==> src/rtl/estado_temp_multi_pkg.sv <==
`default_nettype none
// ============================================================================
// Module      : temp_pkg
// Description : Shared types and default sizing for the multi-channel
//               temperature-state monitor (estado_temp_multi).
//               estado_t encodes the per-channel state exactly as it appears
//               on estado_actual.
// Revision    : 1.0 - initial release
// ============================================================================
package temp_pkg;

  typedef enum logic [1:0] {
    NORMAL = 2'b00,
    BAJO   = 2'b01,
    ALTO   = 2'b10,
    ALERTA = 2'b11
  } estado_t;

  localparam int C_NCH_DEF       = 4;
  localparam int C_W_DEF         = 11;
  localparam int C_N_PERSIST_DEF = 5;

endpackage : temp_pkg
`default_nettype wire

==> src/rtl/estado_temp_multi_if.sv <==
`default_nettype none
// ============================================================================
// Module      : estado_temp_multi_if
// Description : Sample/configuration/result bundle of estado_temp_multi.
//               master : sample source and alarm consumer (drives samples,
//                        thresholds, acks; reads alarms/actuators).
//               slave  : the monitor itself.
// Ports       : muestra_valid, temp_in[NCH*W], umbral_bajo, umbral_alto,
//               histeresis[W-1], ack_alerta[NCH]  (master -> slave)
//               alerta[NCH], alerta_any, calefactor[NCH], ventilador[NCH],
//               estado_actual[2*NCH], config_err  (slave -> master)
// Revision    : 1.0 - initial release
// ============================================================================
interface estado_temp_multi_if
  import temp_pkg::*;
#(
  parameter int NCH = C_NCH_DEF,
  parameter int W   = C_W_DEF
);

  logic                  muestra_valid;
  logic [NCH*W-1:0]      temp_in;
  logic signed [W-1:0]   umbral_bajo;
  logic signed [W-1:0]   umbral_alto;
  logic [W-2:0]          histeresis;
  logic [NCH-1:0]        ack_alerta;

  logic [NCH-1:0]        alerta;
  logic                  alerta_any;
  logic [NCH-1:0]        calefactor;
  logic [NCH-1:0]        ventilador;
  logic [2*NCH-1:0]      estado_actual;
  logic                  config_err;

  modport master (
    output muestra_valid, temp_in, umbral_bajo, umbral_alto, histeresis, ack_alerta,
    input  alerta, alerta_any, calefactor, ventilador, estado_actual, config_err
  );

  modport slave (
    input  muestra_valid, temp_in, umbral_bajo, umbral_alto, histeresis, ack_alerta,
    output alerta, alerta_any, calefactor, ventilador, estado_actual, config_err
  );

endinterface : estado_temp_multi_if
`default_nettype wire

==> src/rtl/estado_temp_multi_canal.sv <==
`default_nettype none
// ============================================================================
// Module      : canal_temp
// Description : One temperature channel: NORMAL/BAJO/ALTO/ALERTA FSM with a
//               saturating persistence counter, heater/fan commands and the
//               optional sticky alert (macro ESTADO_TEMP_ALERT_LATCH_EN).
// Ports       : clk, arst_n         clock, async active-low reset
//               en                  sample strobe already gated by config_err
//               ack                 alert acknowledge (latch build only)
//               t                   signed sample
//               umbral_bajo/alto    signed thresholds
//               lim_lo/lim_hi       hysteresis limits, W+1 bits signed
//               alerta, calefactor, ventilador, estado
// Revision    : 1.0 - initial release
// ============================================================================
module canal_temp
  import temp_pkg::*;
#(
  parameter int W         = C_W_DEF,
  parameter int N_PERSIST = C_N_PERSIST_DEF
) (
  input  wire logic                clk,
  input  wire logic                arst_n,
  input  wire logic                en,
  input  wire logic                ack,
  input  wire logic signed [W-1:0] t,
  input  wire logic signed [W-1:0] umbral_bajo,
  input  wire logic signed [W-1:0] umbral_alto,
  input  wire logic signed [W:0]   lim_lo,
  input  wire logic signed [W:0]   lim_hi,
  output logic                     alerta,
  output logic                     calefactor,
  output logic                     ventilador,
  output logic [1:0]               estado
);

  localparam int             CW        = $clog2(N_PERSIST + 1);
  localparam logic [CW-1:0]  C_CNT_MAX = CW'(N_PERSIST);

  estado_t        r_state, w_state_nxt;
  logic [CW-1:0]  r_cnt, w_cnt_nxt, w_cnt_inc;
  logic           r_cal, w_cal_nxt;
  logic           r_ven, w_ven_nxt;

  // All comparisons in W+1 bits so they line up with the limits.
  logic signed [W:0] w_t, w_bajo, w_alto;
  logic              w_lt_bajo, w_gt_alto, w_ge_lo, w_le_hi;

  assign w_t       = {t[W-1], t};
  assign w_bajo    = {umbral_bajo[W-1], umbral_bajo};
  assign w_alto    = {umbral_alto[W-1], umbral_alto};
  assign w_lt_bajo = (w_t < w_bajo);
  assign w_gt_alto = (w_t > w_alto);
  assign w_ge_lo   = (w_t >= lim_lo);
  assign w_le_hi   = (w_t <= lim_hi);
  assign w_cnt_inc = (r_cnt == C_CNT_MAX) ? r_cnt : r_cnt + 1'b1;

  // State register
  always_ff @(posedge clk or negedge arst_n) begin
    if (!arst_n) begin
      r_state <= NORMAL;
      r_cnt   <= '0;
      r_cal   <= 1'b0;
      r_ven   <= 1'b0;
    end else begin
      r_state <= w_state_nxt;
      r_cnt   <= w_cnt_nxt;
      r_cal   <= w_cal_nxt;
      r_ven   <= w_ven_nxt;
    end
  end

  // Next-state logic; everything holds unless a valid, well-configured sample arrives.
  always_comb begin
    w_state_nxt = r_state;
    w_cnt_nxt   = r_cnt;
    w_cal_nxt   = r_cal;
    w_ven_nxt   = r_ven;
    if (en) begin
      case (r_state)
        NORMAL: begin
          w_cal_nxt = 1'b0;
          w_ven_nxt = 1'b0;
          if (w_lt_bajo) begin
            w_state_nxt = BAJO;
            w_cnt_nxt   = CW'(1);
          end else if (w_gt_alto) begin
            w_state_nxt = ALTO;
            w_cnt_nxt   = CW'(1);
          end else begin
            w_cnt_nxt   = '0;
          end
        end
        BAJO: begin
          if (w_gt_alto) begin
            w_state_nxt = ALTO;
            w_cnt_nxt   = CW'(1);
          end else if (w_lt_bajo) begin
            w_cnt_nxt = w_cnt_inc;
            if (w_cnt_inc == C_CNT_MAX) begin
              w_state_nxt = ALERTA;
              w_cal_nxt   = 1'b1;
              w_ven_nxt   = 1'b0;
            end
          end else if (w_ge_lo) begin
            w_state_nxt = NORMAL;
            w_cnt_nxt   = '0;
          end
          // umbral_bajo <= t < lim_lo: inside the band, hold count.
        end
        ALTO: begin
          if (w_lt_bajo) begin
            w_state_nxt = BAJO;
            w_cnt_nxt   = CW'(1);
          end else if (w_gt_alto) begin
            w_cnt_nxt = w_cnt_inc;
            if (w_cnt_inc == C_CNT_MAX) begin
              w_state_nxt = ALERTA;
              w_ven_nxt   = 1'b1;
              w_cal_nxt   = 1'b0;
            end
          end else if (w_le_hi) begin
            w_state_nxt = NORMAL;
            w_cnt_nxt   = '0;
          end
        end
        ALERTA: begin
          if (w_lt_bajo) begin
            w_cal_nxt = 1'b1;
            w_ven_nxt = 1'b0;
          end else if (w_gt_alto) begin
            w_ven_nxt = 1'b1;
            w_cal_nxt = 1'b0;
          end else if (w_ge_lo && w_le_hi) begin
            w_state_nxt = NORMAL;
            w_cnt_nxt   = '0;
            w_cal_nxt   = 1'b0;
            w_ven_nxt   = 1'b0;
          end
        end
        default: begin
          w_state_nxt = NORMAL;
          w_cnt_nxt   = '0;
          w_cal_nxt   = 1'b0;
          w_ven_nxt   = 1'b0;
        end
      endcase
    end
  end

`ifdef ESTADO_TEMP_ALERT_LATCH_EN
  logic r_alerta_lat;

  // Set wins over ack; ack only acts once the channel has left ALERTA.
  always_ff @(posedge clk or negedge arst_n) begin
    if (!arst_n) begin
      r_alerta_lat <= 1'b0;
    end else if (w_state_nxt == ALERTA) begin
      r_alerta_lat <= 1'b1;
    end else if (ack && (r_state != ALERTA)) begin
      r_alerta_lat <= 1'b0;
    end
  end
`else
  logic w_unused_ack;
  assign w_unused_ack = ack;
`endif

  // Output logic
  always_comb begin
    estado     = r_state;
    calefactor = r_cal;
    ventilador = r_ven;
`ifdef ESTADO_TEMP_ALERT_LATCH_EN
    alerta     = r_alerta_lat;
`else
    alerta     = (r_state == ALERTA);
`endif
  end

endmodule : canal_temp
`default_nettype wire

==> src/rtl/estado_temp_multi.sv <==
`default_nettype none
// ============================================================================
// Module      : estado_temp_multi
// Description : NCH-channel temperature-state monitor. Computes hysteresis
//               limits and config_err once, gates the sample strobe with it,
//               and runs one canal_temp per channel.
//               Optional macro: ESTADO_TEMP_ALERT_LATCH_EN (sticky alerts
//               cleared by ack_alerta).
// Ports       : clk     system clock
//               arst_n  asynchronous active-low reset
//               bus     estado_temp_multi_if.slave (samples, thresholds,
//                       acks in; alerts, actuators, states, config_err out)
// Revision    : 1.0 - initial release
// ============================================================================
module estado_temp_multi
  import temp_pkg::*;
#(
  parameter int NCH       = C_NCH_DEF,
  parameter int W         = C_W_DEF,
  parameter int N_PERSIST = C_N_PERSIST_DEF
) (
  input wire logic          clk,
  input wire logic          arst_n,
  estado_temp_multi_if.slave bus
);

  logic signed [W:0] w_bajo_ext, w_alto_ext, w_hist_ext;
  logic signed [W:0] w_lim_lo, w_lim_hi;
  logic              w_config_err, w_en;

  // One extra bit keeps bajo+hist and alto-hist free of overflow.
  assign w_bajo_ext   = {bus.umbral_bajo[W-1], bus.umbral_bajo};
  assign w_alto_ext   = {bus.umbral_alto[W-1], bus.umbral_alto};
  assign w_hist_ext   = {2'b00, bus.histeresis};
  assign w_lim_lo     = w_bajo_ext + w_hist_ext;
  assign w_lim_hi     = w_alto_ext - w_hist_ext;
  assign w_config_err = (w_lim_lo > w_lim_hi);
  assign w_en         = bus.muestra_valid && !w_config_err;

  logic [NCH-1:0]   w_alerta, w_cal, w_ven;
  logic [2*NCH-1:0] w_estado;

  for (genvar i = 0; i < NCH; i++) begin : g_ch
    canal_temp #(
      .W         (W),
      .N_PERSIST (N_PERSIST)
    ) u_canal (
      .clk         (clk),
      .arst_n      (arst_n),
      .en          (w_en),
      .ack         (bus.ack_alerta[i]),
      .t           (bus.temp_in[i*W +: W]),
      .umbral_bajo (bus.umbral_bajo),
      .umbral_alto (bus.umbral_alto),
      .lim_lo      (w_lim_lo),
      .lim_hi      (w_lim_hi),
      .alerta      (w_alerta[i]),
      .calefactor  (w_cal[i]),
      .ventilador  (w_ven[i]),
      .estado      (w_estado[2*i +: 2])
    );
  end

  assign bus.alerta        = w_alerta;
  assign bus.alerta_any    = |w_alerta;
  assign bus.calefactor    = w_cal;
  assign bus.ventilador    = w_ven;
  assign bus.estado_actual = w_estado;
  assign bus.config_err    = w_config_err;

endmodule : estado_temp_multi
`default_nettype wire
==> src/flat_wrapper.sv <==
// flat-port wrapper written by rule: the top's interface ports become plain ports
module estado_temp_multi_flat import temp_pkg::*;
#(
  parameter int NCH       = C_NCH_DEF,
  parameter int W         = C_W_DEF,
  parameter int N_PERSIST = C_N_PERSIST_DEF
)
  (clk, arst_n, bus_muestra_valid, bus_temp_in, bus_umbral_bajo, bus_umbral_alto, bus_histeresis, bus_ack_alerta, bus_alerta, bus_alerta_any, bus_calefactor, bus_ventilador, bus_estado_actual, bus_config_err);
  estado_temp_multi_if #(.NCH(NCH), .W(W)) bus_i ();
  input wire logic clk;
  input wire logic arst_n;
  input wire logic [$bits(bus_i.muestra_valid)-1:0] bus_muestra_valid;
  input wire logic [$bits(bus_i.temp_in)-1:0] bus_temp_in;
  input wire logic [$bits(bus_i.umbral_bajo)-1:0] bus_umbral_bajo;
  input wire logic [$bits(bus_i.umbral_alto)-1:0] bus_umbral_alto;
  input wire logic [$bits(bus_i.histeresis)-1:0] bus_histeresis;
  input wire logic [$bits(bus_i.ack_alerta)-1:0] bus_ack_alerta;
  output wire logic [$bits(bus_i.alerta)-1:0] bus_alerta;
  output wire logic [$bits(bus_i.alerta_any)-1:0] bus_alerta_any;
  output wire logic [$bits(bus_i.calefactor)-1:0] bus_calefactor;
  output wire logic [$bits(bus_i.ventilador)-1:0] bus_ventilador;
  output wire logic [$bits(bus_i.estado_actual)-1:0] bus_estado_actual;
  output wire logic [$bits(bus_i.config_err)-1:0] bus_config_err;
  assign bus_i.muestra_valid = bus_muestra_valid;
  assign bus_i.temp_in = bus_temp_in;
  assign bus_i.umbral_bajo = bus_umbral_bajo;
  assign bus_i.umbral_alto = bus_umbral_alto;
  assign bus_i.histeresis = bus_histeresis;
  assign bus_i.ack_alerta = bus_ack_alerta;
  assign bus_alerta = bus_i.alerta;
  assign bus_alerta_any = bus_i.alerta_any;
  assign bus_calefactor = bus_i.calefactor;
  assign bus_ventilador = bus_i.ventilador;
  assign bus_estado_actual = bus_i.estado_actual;
  assign bus_config_err = bus_i.config_err;
  estado_temp_multi #(.NCH(NCH), .W(W), .N_PERSIST(N_PERSIST)) u_core (.clk(clk), .arst_n(arst_n), .bus(bus_i));
endmodule
==> config.mk <==
export PLATFORM = sky130hd
export DESIGN_NAME = estado_temp_multi_flat
export DESIGN_NICKNAME = d
export VERILOG_FILES = /design/src/rtl/estado_temp_multi_pkg.sv /design/src/rtl/estado_temp_multi_if.sv /design/src/rtl/estado_temp_multi_canal.sv /design/src/rtl/estado_temp_multi.sv /design/src/flat_wrapper.sv
export SDC_FILE = /design/constraint.sdc
export NUM_CORES = 1
export LEC_CHECK = 0
export BUFFER_PORTS_ARGS = -buffer_cell sky130_fd_sc_hd__buf_2
export CAP_MARGIN = 20
export CORE_ASPECT_RATIO = 1.4
export CORE_MARGIN = 3
export CORE_UTILIZATION = 26
export DETAILED_ROUTE_END_ITERATION = 16
export PLACE_DENSITY = 0.42
export SLEW_MARGIN = 20
export SYNTH_ARGS = -nofsm -noshare
export SYNTH_HDL_FRONTEND = slang
export SYNTH_SLANG_ARGS = --single-unit
export TNS_END_PERCENT = 10
==> constraint.sdc <==
create_clock -name clk -period 3.57 [get_ports clk]
set_clock_uncertainty 0.2 [all_clocks]
set_input_delay 0.357 -clock clk [delete_from_list [all_inputs] [get_ports clk]]
set_output_delay 0.357 -clock clk [all_outputs]
set_load 0.05 [all_outputs]
# Word-level counts from Yosys, hierarchy flattened
# Cells that the tools add are included.
# op_classes
magnitude_cmp	17
eq_ne	72
add_sub_neg	6
n_reduce_logical	23
mux	172
# ops
operator	n
3-bit 2-to-1 mux	40
2-bit 2-to-1 mux	48
1-bit 2-to-1 mux	68
2-bit != test (second input constant)	32
11-bit by 12-bit >= comparator with 1-bit output	4
11-bit by 12-bit less-or-equal comparator with 1-bit output	4
3-bit case mux with 4 select lines	4
11-bit greater-than comparator	4
11-bit < comparator	4
4-bit != test (second input constant)	8
1-bit case mux with 4 select lines	8
2-bit case mux with 4 select lines	4
8-bit AND reduction	4
7-bit AND reduction	4
3-bit == test (second input constant)	8
6-bit AND reduction	4
2-bit == test (second input constant)	8
4-bit by 1-bit != test with 1-bit output (second input constant)	4
11-bit by 11-bit adder with 12-bit output	1
3-bit by 1-bit adder with 3-bit output (second input constant)	4
12-bit greater-than comparator	1
3-bit != test (second input constant)	4
11-bit by 11-bit subtractor with 12-bit output	1
2-bit by 1-bit == test with 1-bit output (second input constant)	4
5 further kinds	15
# word_totals
input_bits	83
elab_cells	306
reg_bits	28
out_inout_bits	22

# Longest topological paths before layout
# depth
ltp_word	7
ltp_mapped	21
depth_no_buf	20

# Modules after synthesis
# Synthesis repeated with hierarchy kept, for this count alone.
# unflattened
cells_unflattened	1096
hier_area_um2	8375.5
# modules_own_cells
mod	cells_each	area_each_um2	seq_area_each_um2	instances
canal_temp at u_core.g_ch[0].u_canal ...	232	1769.2	175.2	3
canal_temp at u_core.g_ch[3].u_canal	227	1785.5	175.2	1
estado_temp_multi	173	1282.5	0.0	1

# Worst setup path before layout
# Ideal clock, no wire load.
# synth_path
kind	input port to flip-flop
from	input bus_histeresis[0]
to	register u_core.g_ch[2].u_canal.r_cnt[0]
path_buffers	0
path_slack_ns	-1.012
arrival_ns	4.255
setup_ns	0.128
t_required_ns	3.242
cell_stages	17
path_cell_list	ha_1 > fa_1 > a21oi_1 > o22ai_1 > nor2_1 > o21bai_1 > a21oi_1 > xor2_1 > ha_1 > a2111oi_0 > a21oi_1 > maj3_1 > maj3_1 > o21ai_0 > a311oi_4 > nand2_2 > mux2_1
# synth_between
elab_chain_cells	5
elab_cells_between_ends	12
cone_classes	add/sub: 2; order compare: 3; eq/ne: 3; reduce/logical: 4
# synth_lines
item	line_no	text
from (decl)	flat_wrapper.sv:16	input wire logic [$bits(bus_i.histeresis)-1:0] bus_histeresis;
11-bit by 11-bit adder with 12-bit output or 11-bit by 11-bit subtractor with 12-bit output (tied branches)	estado_temp_multi.sv:35, estado_temp_multi.sv:36	
11-bit by 12-bit >= comparator with 1-bit output, or another cell as far along	estado_temp_multi_canal.sv:54	assign w_ge_lo = (w_t >= lim_lo);
1-bit logical AND or 1-bit logical NOT (tied branches)	estado_temp_multi_canal.sv:134, estado_temp_multi.sv:38	
2-bit by 1-bit != test with 1-bit output (no source line) or 1-bit logical AND (tied branches)	n/a	
6-bit AND reduction (no source line) (*)	n/a	
to (signal assigned)	estado_temp_multi_canal.sv:67	r_cnt <= w_cnt_nxt;
to (decl)	estado_temp_multi_canal.sv:41	logic [CW-1:0] r_cnt, w_cnt_nxt, w_cnt_inc;
# Every way passes the cells marked *; elsewhere a longest branch is shown, timed or not.
# A chain may end at the register's enable or synchronous reset.

# Worst setup path in the final report
# layout_path
from	input bus_umbral_bajo[0]
to	register u_core.g_ch[3].u_canal.r_cal
# layout_between
elab_chain_cells	5
elab_cells_between_ends	13
cone_classes	add/sub: 1; order compare: 3; eq/ne: 3; mux: 2; reduce/logical: 4
# layout_lines
item	line_no	text
from (decl)	flat_wrapper.sv:14	input wire logic [$bits(bus_i.umbral_bajo)-1:0] bus_umbral_bajo;
11-bit by 11-bit adder with 12-bit output	estado_temp_multi.sv:35	assign w_lim_lo = w_bajo_ext + w_hist_ext;
11-bit by 12-bit >= comparator with 1-bit output or 12-bit greater-than comparator (tied branches)	estado_temp_multi_canal.sv:54, estado_temp_multi.sv:37	
1-bit logical AND or 1-bit logical NOT (tied branches)	estado_temp_multi_canal.sv:134, estado_temp_multi.sv:38	
4-bit by 1-bit != test with 1-bit output (no source line) or 1-bit logical AND (tied branches)	n/a	
8-bit AND reduction (no source line)	n/a	
to (signal assigned)	estado_temp_multi_canal.sv:68	r_cal <= w_cal_nxt;
to (decl)	estado_temp_multi_canal.sv:42	logic r_cal, w_cal_nxt;
# Several ways; a longest one is shown, not always the timed one.

==> impl_summary.log <==
INFO  metric transition_at_the_pin_with_the_smallest_max_transition_slack = 0.6710 ns
INFO  metric ys_seq_area_frac = 0.08987
INFO  metric clockBufferDepth = 2
INFO  metric run_status = complete, but fails checks
INFO  metric design.die.area = 32130 µm²
INFO  metric timing.setup.critical_path_class = in2reg
INFO  metric timing.final.max_slew_violations = 0
INFO  metric drt_first_iter_violations = 312
INFO  metric total_grt_overflow = 0
INFO  metric failed_checks = negative setup slack
INFO  metric yosys.cell_count.top_type = sky130_fd_sc_hd__ha_1
INFO  metric hpwlAfterDp = about 25 mm
INFO  metric yosys_most_used_dff = sky130_fd_sc_hd__dfrtp_1
INFO  metric routability_congestion = 0.8322
INFO  metric cts_buffers = 3
INFO  metric drt_first_pass_iters = 5
INFO  metric starting_density = 0.2656
INFO  metric muxShareOfSynthArea = 0.01460
INFO  metric timing.max_slew.rel_slack = 0.5526
INFO  metric avgViaCountPerCell = ~5.0
INFO  metric synth_top_cell_area_share = 0.3242
INFO  metric worstHoldPathType = reg2reg
INFO  metric wire_per_inst = about 18 µm
INFO  metric cts.reportedPaths.clkPinSlew = 0.07 ns
INFO  metric simple_gate_fraction_of_synth_area = 0.1769
INFO  metric setup_repair_after_global_routing_missed_its_margin = yes
INFO  metric crit-reg2reg-launch = u_core.g_ch[2].u_canal.r_cnt[0]
INFO  metric chipHeight = roughly 210 µm
INFO  metric yosys.area_share.xor_xnor = 0.02359
INFO  metric final_hold_viol_count = 0
INFO  metric dominant_combinational_cell_family_by_area_after_synthesis = adder cells
INFO  metric internal_power = ~2.0 mW
INFO  metric postSynthRegisterBits = 28
INFO  metric grt_antenna_before_repair = 0
INFO  metric clock_sinks = 28
INFO  metric synth_area_leaders = sky130_fd_sc_hd__ha_1 (32%), sky130_fd_sc_hd__dfrtp_1 (9.0%), sky130_fd_sc_hd__a21oi_1 (5.3%), sky130_fd_sc_hd__inv_1 (4.3%), sky130_fd_sc_hd__o21ai_0 (3.7%)
INFO  metric power_frac_clock = 0.062
INFO  metric detailroute.via_count = roughly 8200
INFO  metric worstSetupEndpoint = u_core.g_ch[3].u_canal.calefactor
INFO  metric num_io_pins = 105
INFO  metric num-nets-final = ~1500
INFO  metric grt.total_usage = 0.1756
INFO  metric synth-compound-area-share = 0.2889
INFO  metric share_of_cells_above_drive_strength_1 = 0.3155
INFO  metric antenna_cells_inserted = 0
INFO  metric placement.io_buffers = 100
INFO  metric number_of_core_rows = 74
INFO  metric timing.critical_path.slowest_cell_delay = around 0.35 ns
INFO  metric max_cap_viol_count = 0
INFO  metric grt_pass1_vias = between 8000 and 9000
INFO  metric powerDensity = just over 400 nW/µm²
INFO  metric reg2regPathDepth = 10
INFO  metric critical_path_capture_point_type = flop
INFO  metric part_of_the_power_in_registers = 0.158
INFO  metric critPathRequiredTime = 3.53 ns
INFO  metric design.core.area = 29350 µm²
INFO  metric syn_to_final_growth = 36.29%
INFO  metric syn_nets = between 1000 and 1500
INFO  metric synth_adder_area_share = 0.3398
INFO  metric post-layout-total-power = ~4.3 mW
INFO  metric static-leakage-power = between 5 and 6 nW
INFO  metric detail_route.drc_violations = 0
INFO  metric synth_top_cells_by_count = sky130_fd_sc_hd__ha_1 (202), sky130_fd_sc_hd__inv_1 (89), sky130_fd_sc_hd__a21oi_1 (82)
INFO  metric mappedNetlistArea = approximately 7800 µm²
INFO  metric hold_ws = slightly above 0.3 ns
INFO  metric cp-start-kind = input pin
INFO  metric share_of_flip_flops_with_an_asynchronous_set_or_reset_after_synthesis = 1.000
INFO  metric rrSetupSlack = 0.87 ns
INFO  metric setup_ws = -0.6678 ns
INFO  metric timing.final.crit_share = 1.187
INFO  metric crit_path_max_fanout = 5
INFO  metric critical_path.startpoint = bus_umbral_bajo[0]
INFO  metric wirelength = around 29 mm
INFO  metric switching_power_summed_over_all_nets = around 2.3 mW
INFO  metric comb_power_share = 0.780
INFO  metric netSwitchingFraction = 0.5279
INFO  metric cpMaxStageDelayCell = sky130_fd_sc_hd__fa_2
INFO  metric syn_avg_cell_area = about 8 µm²
INFO  metric netlist.top_cell.by_area = sky130_fd_sc_hd__ha_1
INFO  metric crit_path_cell_trace = buf_8 -> ha_4 -> fa_2 -> a21oi_2 -> o22ai_2 -> nor2_2 -> o21bai_1 -> a21oi_1 -> xor2_1 -> buf_4 -> ha_4 -> a21oi_2 -> o21ai_1 -> a21o_1 -> maj3_2 -> maj3_2 -> o31ai_4 -> buf_4 -> nor3b_2 -> o211ai_2 -> mux2_4
INFO  metric floorplan.die.width = between 150 and 200 µm
INFO  metric cts_root_buffer = sky130_fd_sc_hd__clkbuf_16
INFO  metric pin_count_of_the_biggest_net_entering_global_routing = 29
INFO  metric synth_cell_types = 90
INFO  metric vdd_ir_drop_max = ~0.28 mV
INFO  metric reg2reg_to = u_core.g_ch[2].u_canal.ventilador
INFO  metric synth_enable_flop_cells = 0
INFO  metric worst_ep_arrival_time = 4.20 ns
INFO  metric tritoncts = yes
INFO  metric timing.final.setup_violations = 29
INFO  metric clk-insertion-delay-late = between 0.2 and 0.3 ns
INFO  metric post-route-min-period = 4.238 ns
INFO  metric antenna_left = 0
INFO  metric netlist_instances = between 900 and 1000
INFO  metric grt_pass1_wl = ~45 mm
INFO  metric yosys_warnings = 0
INFO  metric h_tree_level_count = 1
INFO  metric achievable-frequency = about 240 MHz
sequential cells by signal (all words and copies together) (netlist names):
signal and cells:
u_core.g_ch.u_canal.ventilador 4, u_core.g_ch.u_canal.calefactor 4, u_core.g_ch.u_canal.r_cnt 12, u_core.g_ch.u_canal.estado 8
power groups by stage:
stage          logic (mW)  registers (mW)  clock network, mW
2_1_floorplan        2.09           0.742                  0
3_3_place_gp         3.17           0.692                  0
3_5_place_dp         3.19           0.686                  0
4_1_cts              3.32           0.684              0.281
5_1_grt              3.74           0.719              0.292
6_report             3.37           0.683              0.270
area by class of cell:
cell class | instances | area (µm²)
clock buffers | 3 | 75.07
inverters | 89 | 336.6
fillers | 3114 | 18730
flip-flops and latches | 28 | 700.7
multi-input cells | 832 | 6977
repair buffers | 297 | 2061
well taps | 380 | 475.5
worst min-delay path by stage:
stage	startpoint	depth (start not counted)	to	slack, ns
finish	u_core.g_ch[0].u_canal.calefactor	1	u_core.g_ch[0].u_canal.calefactor	0.30
global route	u_core.g_ch[0].u_canal.calefactor	1	u_core.g_ch[0].u_canal.calefactor	0.33
CTS	bus_muestra_valid	4	u_core.g_ch[1].u_canal.ventilador	0.30
detailed placement	arst_n	1	u_core.g_ch[0].u_canal.estado[0]	0.24
global placement	arst_n	1	u_core.g_ch[0].u_canal.ventilador	0.25
floorplan	arst_n	0	u_core.g_ch[0].u_canal.calefactor	-0.14
critical path: cells and delay by family:
family | cells | cell delay [ns]
xor+xnor | 1 | 0.16
fa+ha+maj | 5 | 1.33
simple gates | 2 | 0.23
buf+inv | 3 | 0.43
mux | 1 | 0.31
compound gates | 9 | 1.37
routing by layer:
layer | wire length [µm] | up-vias | GRT usage
li1 | - | 4245 | -
met1 | 12060 | 3767 | 0.2052
met2 | 15420 | 121 | 0.3445
met3 | 486 | 31 | 0.005329
met4 | 782 | 0 | 0.05490
met5 | 0 | - | 0
kinds of logic after synthesis:
logic type,Yosys count
AO/OA/AOI/OAI,326
XOR/XNOR,21
adder cells (fa/ha/maj),212
buffers and inverters,117
flip-flops,28
multiplexers,10
AND/OR/NAND/NOR,263
placed cells by master (no fill, tap or decap), drive strengths merged, types with 10 or more instances in the layout:
master	netlist	layout
nor2	59	59
o211ai	16	16
o21bai	10	10
nand4	19	19
nor3	15	15
nand3	31	31
inv	89	89
o21a	15	15
buf	19	295
nand2	51	51
nor2b	19	19
nand2b	17	17
a31oi	17	17
xnor2	11	11
a21oi	83	83
xor2	10	10
a21o	25	25
and3	10	10
dfrtp	28	28
a211oi	10	10
o21ai	58	58
ha	202	202
repair_timing:
item	4_1_cts	5_1_grt
pin swaps	51	37
hold buffers	1	0
setup endpoints to repair	29	29
gates resized for setup	59	23
endpoints found under the hold margin	28	0
setup buffers	12	7
stage by stage:
step / setup slack (ns) / TNS [ns] / instances / cell area, µm² / utilization
after floorplan: -0.7685 / -16.32 / 977 / 7843 / -
after CTS: -0.6485 / -16.28 / 1623 / 10450 / 0.3562
after global routing: -0.8594 / -21.65 / 1629 / 10630 / 0.3620
after detailed placement: -1.229 / -30.53 / 1607 / 9996 / 0.3406
final: -0.6678 / -15.94 / 1629 / 10630 / 0.3620
after global placement: -1.081 / -28.80 / 1607 / 9996 / 0.3406
(Power assumes the default switching activity.)
